--- src/rtl/seq_shift_add_mult_pkg.sv ---
// Shared types and sizing helpers for the sequential shift-add multiplier.
package seq_shift_add_mult_pkg;

    typedef enum logic [1:0] {
        IDLE = 2'd0,
        RUN  = 2'd1,
        DONE = 2'd2
    } state_t;

    function automatic int prod_width(input int w);
        return 2 * w;
    endfunction

    // The iteration counter never needs to go below one bit, even at WIDTH=2.
    function automatic int cnt_width(input int w);
        return (w <= 2) ? 1 : $clog2(w);
    endfunction

endpackage

--- src/rtl/seq_shift_add_mult_rca_add.sv ---
// Ripple-carry adder: a half adder at bit 0 (no carry-in), full adders above it.
module rca_add
    import seq_shift_add_mult_pkg::*;
#(
    parameter int WIDTH = 8
) (
    input  logic [WIDTH-1:0] x,
    input  logic [WIDTH-1:0] y,
    output logic [WIDTH-1:0] s,
    output logic             cout
);

    logic [WIDTH-1:0] c;

    assign s[0] = x[0] ^ y[0];
    assign c[0] = x[0] & y[0];

    for (genvar i = 1; i < WIDTH; i++) begin : g_fa
        assign s[i] = x[i] ^ y[i] ^ c[i-1];
        assign c[i] = (x[i] & y[i]) | (c[i-1] & (x[i] ^ y[i]));
    end

    assign cout = c[WIDTH-1];

endmodule

--- src/rtl/seq_shift_add_mult.sv ---
// Radix-2 shift-add unsigned multiplier, one partial product per clock through rca_add.
//   state | meaning
//   IDLE  | in_ready high, waiting for an operand pair
//   RUN   | WIDTH add/shift iterations, one per cycle
//   DONE  | product held on p with out_valid high until out_ready
module seq_shift_add_mult
    import seq_shift_add_mult_pkg::*;
#(
    parameter int WIDTH = 8,
    localparam int PW = prod_width(WIDTH),
    localparam int CW = cnt_width(WIDTH)
) (
    input  logic             clk,
    input  logic             rst,
    input  logic             in_valid,
    output logic             in_ready,
    input  logic [WIDTH-1:0] a,
    input  logic [WIDTH-1:0] b,
    output logic             out_valid,
    input  logic             out_ready,
    output logic [PW-1:0]    p
);

    state_t           state, state_next;
    logic [WIDTH-1:0] mcand, hi, lo;
    logic [CW-1:0]    cnt;
    logic [WIDTH-1:0] addend, sum_s;
    logic             sum_c;
    logic [WIDTH-1:0] hi_next, lo_next;
    logic             last_iter;

    assign addend    = lo[0] ? mcand : '0;
    assign last_iter = (cnt == CW'(WIDTH - 1));

    rca_add #(.WIDTH(WIDTH)) u_add (
        .x    (hi),
        .y    (addend),
        .s    (sum_s),
        .cout (sum_c)
    );

    // The adder carry becomes the top bit of the shifted high half, so nothing is lost.
    assign hi_next = {sum_c, sum_s[WIDTH-1:1]};
    assign lo_next = {sum_s[0], lo[WIDTH-1:1]};

    always_ff @(posedge clk) begin
        if (rst) state <= IDLE;
        else     state <= state_next;
    end

    always_comb begin
        state_next = state;
        in_ready   = 1'b0;
        out_valid  = 1'b0;
        case (state)
            IDLE: begin
                in_ready = 1'b1;
                if (in_valid) state_next = RUN;
            end
            RUN: begin
                if (last_iter) state_next = DONE;
            end
            DONE: begin
                out_valid = 1'b1;
                if (out_ready) state_next = IDLE;
            end
            default: state_next = IDLE;
        endcase
    end

    always_ff @(posedge clk) begin
        if (rst) begin
            mcand <= '0;
            hi    <= '0;
            lo    <= '0;
            cnt   <= '0;
            p     <= '0;
        end else begin
            case (state)
                IDLE: begin
                    if (in_valid) begin
                        mcand <= a;
                        lo    <= b;
                        hi    <= '0;
                        cnt   <= '0;
                    end
                end
                RUN: begin
                    hi  <= hi_next;
                    lo  <= lo_next;
                    cnt <= cnt + 1'b1;
                    if (last_iter) p <= {hi_next, lo_next};
                end
                default: ;
            endcase
        end
    end

endmodule
--- config.mk ---
export PLATFORM = sky130hd
export DESIGN_NAME = seq_shift_add_mult
export DESIGN_NICKNAME = d
export VERILOG_FILES = /design/src/rtl/seq_shift_add_mult_pkg.sv /design/src/rtl/seq_shift_add_mult_rca_add.sv /design/src/rtl/seq_shift_add_mult.sv
export SDC_FILE = /design/constraint.sdc
export NUM_CORES = 1
export LEC_CHECK = 0
export BUFFER_PORTS_ARGS = -buffer_cell sky130_fd_sc_hd__buf_2
export CAP_MARGIN = 10
export CORE_UTILIZATION = 30
export DETAILED_ROUTE_END_ITERATION = 6
export PLACE_DENSITY_LB_ADDON = 0.08
export SLEW_MARGIN = 20
export SYNTH_ARGS = -nofsm -noshare
export SYNTH_HDL_FRONTEND = slang
export SYNTH_SLANG_ARGS = --single-unit
--- constraint.sdc ---
create_clock -name clk -period 4.34 [get_ports clk]
set_clock_uncertainty 0.1 [all_clocks]
set_input_delay 0.868 -clock clk [delete_from_list [all_inputs] [get_ports clk]]
set_output_delay 0.868 -clock clk [all_outputs]
set_load 0.03 [all_outputs]
==> results.sh <==
export IMPL_period_utilization_post_route=0.837
export IMPL_number_of_ports_placed_on_the_die_boundary=38
export IMPL_final_core_util=0.356
export IMPL_worstReg2RegEnd="hi[6]"
export IMPL_netlist_area_leader_share=0.440
export IMPL_placementRows=29
export IMPL_timing_hold_worst_class="reg2reg"
export IMPL_setup_cp_type="reg2reg"
export IMPL_whs_endpoint="mcand[3]"
export IMPL_whs_path_depth=2
export IMPL_finalNetCount=274
export IMPL_ir_drop_v=0.000126
export IMPL_pin_count_of_the_biggest_net_entering_global_routing=46
export IMPL_ys_top_cells_by_count="dfxtp_1 (45), nand2_1 (42), nor2_1 (21)"
export IMPL_timing_final_setup_violations=0
export IMPL_final_layout_size_suffix_gt1_frac=0.261
export IMPL_fin_area_um2=2300
export IMPL_gr_total_overflow=0
export IMPL_gp_congestion=0.771
export IMPL_fp_dieArea_um2=7170
export IMPL_power_density_nw_per_um2=331
export IMPL_ff2ff_path_depth=16
export IMPL_regToRegStartpoint="lo[0]"
export IMPL_total_routing_usage_reported_by_global_routing=0.138
export IMPL_ys_dominant_reg_cell="dfxtp_1"
export IMPL_yosysWarningCount=0
export IMPL_hold_violations=0
export IMPL_n_fill_cell=700
export IMPL_buffer_count_from_post_cts_setup_fixing=0
export IMPL_postCtsHoldBufs=0
export IMPL_synth_edf_count=0
export IMPL_via_per_inst=4.56
export IMPL_cts_tree="done"
export IMPL_timing_critical_path_slowest_cell_delay_ps=520
export IMPL_worstSkewPairLatency_ps=290
export IMPL_mappedNetlistNets=246
export IMPL_final_antenna_net_count=0
export IMPL_timing_hold_worst_start="mcand[3]"
export IMPL_post_synth_inst_count=216
export IMPL_cp_cell_instances="and2_1, ha_1, inv_1, fa_1, inv_1, fa_1, fa_1, inv_1, fa_1, fa_1, inv_1, fa_1, inv_1, fa_1, a2bb2oi_1, nor2_1"
export IMPL_critical_path_slowest_cell="fa_1"
export IMPL_finalSetupTns_ps=0
export IMPL_die_w_um=84.7
export IMPL_outcome="completed"
export IMPL_number_of_global_route_vias_before_repair=1458
export IMPL_portBuffers=37
export IMPL_floorplan_initialDensity=0.317
export IMPL_p_leak_uw=0.000912
export IMPL_max_freq_mhz=275
export IMPL_dpl_hpwl_um=2940
export IMPL_yosys_cell_count_top_type="dfxtp_1"
export IMPL_post_synth_instance_area_um2=2050
export IMPL_placedInstanceArea_um2=2210
export IMPL_post_synth_num_cell_types=27
export IMPL_timing_critical_path_to_type="register"
export IMPL_synth_yosys_seq_area_share=0.440
export IMPL_clock_sinks=45
export IMPL_detail_route_wirelength_um=4440
export IMPL_die_height_um=84.7
export IMPL_wl_per_cell_um=13.8
export IMPL_grt_antenna_before_repair=0
export IMPL_dr_pass1_iters=6
export IMPL_synthesis_area_per_instance_um2=9.49
export IMPL_startpoint="lo[0]"
export IMPL_yosysTopAreaCell="dfxtp_1"
export IMPL_count_of_inserted_antenna_diode_cells=0
export IMPL_area_growth_synth_to_final_pct=12.3
export IMPL_cts_max_path_buffers=2
export IMPL_number_of_h_tree_levels=2
export IMPL_final_critical_path_required_period_ps=3630
export IMPL_slew_headroom=0.325
export IMPL_asyncSetResetFlopFracSynth=0
export IMPL_slew_at_the_pin_closest_to_its_max_slew_limit_ps=1010
export IMPL_post_cts_resized=0
export IMPL_design_core_area_um2=6460
export IMPL_worst_r2r_setup_slack_ps=710
export IMPL_finalMaxSlewViolations=0
export IMPL_critical_path_startpoint_type="register"
export IMPL_first_pass_grt_wire_length_um=7630
export IMPL_yosys_register_bits=45
export IMPL_grt_setup_unrepaired="no"
export IMPL_drt_first_iter_violations=82
export IMPL_cts_inserted_buffers=5
export IMPL_cap_viol_max_count=0
export IMPL_timing_critical_path_required_ps=4390
export IMPL_synth_top_cells_by_area="dfxtp_1 (44%), a211oi_2 (7.9%), nand2_1 (7.7%)"
export IMPL_arrival_ps=3680
export IMPL_drc=0
export IMPL_clock_root_buffer="clkbuf_8"
export IMPL_clk_pin_slew_worst_paths_ps=90
export IMPL_critical_path_most_common_cell="fa_1"
export IMPL_dr_total_vias=1468
export IMPL_cp_max_fo=9
-- per-stage QoR --
stage / power, µW / worst slack, ps / hold slack, ps / std cells
2_1_floorplan: 501 / 853 / 332 / 216
3_3_place_gp: 518 / 782 / 343 / 314
3_5_place_dp: 519 / 728 / 344 / 314
4_1_cts: 780 / 681 / 357 / 322
5_1_grt: 812 / 462 / 375 / 322
6_report: 763 / 709 / 354 / 322
-- per-layer routing --
layer | GRT usage | wire [µm] | up-vias
met5 | 0 | 0 | -
met4 | 0.0462 | 59 | 0
li1 | - | - | 771
met3 | 0.0334 | 141 | 5
met2 | 0.206 | 1860 | 26
met1 | 0.196 | 2390 | 666
-- state kept, by name, summed over array words and instances (netlist names) --
signal / count
p: 16
hi: 8
lo: 8
mcand: 8
cnt: 3
state: 2
-- worst max path at each step --
stage | to | depth (start not counted)
after CTS | hi[6] | 16
after global placement | hi[6] | 16
after global routing | hi[6] | 16
after detailed placement | hi[6] | 16
after floorplan | hi[6] | 17
final | hi[6] | 16
-- cell families (layout without fill, tap and decap cells) --
logic type / count (synthesis) / count (layout) / share of synthesized area
adder cells (fa/ha/maj): 10 / 10 / 0.0867
AND/OR/NAND/NOR: 80 / 80 / 0.173
flip-flops: 45 / 45 / 0.440
AO/OA/AOI/OAI: 45 / 45 / 0.176
buffers and inverters: 26 / 55 / 0.0751
multiplexers: 10 / 10 / 0.0488
-- cell type report --
type	count	area [µm²]	area share
clock inverter	3	17.5	0.00761
inverter	10	37.5	0.0163
multi-input combinational	145	995	0.432
timing repair buffer	37	185	0.0805
tap	77	96.3	0.0419
sequential	45	901	0.392
clock buffer	5	68.8	0.0299
-- where the power goes --
| group | switching, µW | leakage (µW) | internal [µW] |
|---|---|---|---|
| Combinational | 38.7 | 0.000502 | 28.8 |
| Clock | 144 | 0.0000439 | 111 |
| Sequential | 13.9 | 0.000366 | 426 |
| Total | 197 | 0.000912 | 566 |
-- worst max-delay path: cells and delay by family, from the launching register on --
kind,cells,cell delay [ps]
fa+ha+maj,8,2270
buf+inv,5,300
simple gates,2,210
compound gates,1,170
flops,1,450
-- cells in the final DEF, fill, tap and decap left out, types with 3 or more instances in the layout --
cell type | synthesis | layout
dfxtp_1 | 45 | 45
nand2_1 | 42 | 42
buf_2 | 5 | 37
nor2_1 | 21 | 21
a21oi_1 | 20 | 20
a211oi_2 | 13 | 13
inv_1 | 10 | 10
mux2i_1 | 10 | 10
fa_1 | 7 | 7
a2bb2oi_1 | 5 | 5
a22oi_1 | 5 | 5
clkbuf_8 | 0 | 5
and2_1 | 4 | 4
nor2_2 | 4 | 4
ha_1 | 3 | 3
(Power assumes the default switching activity.)
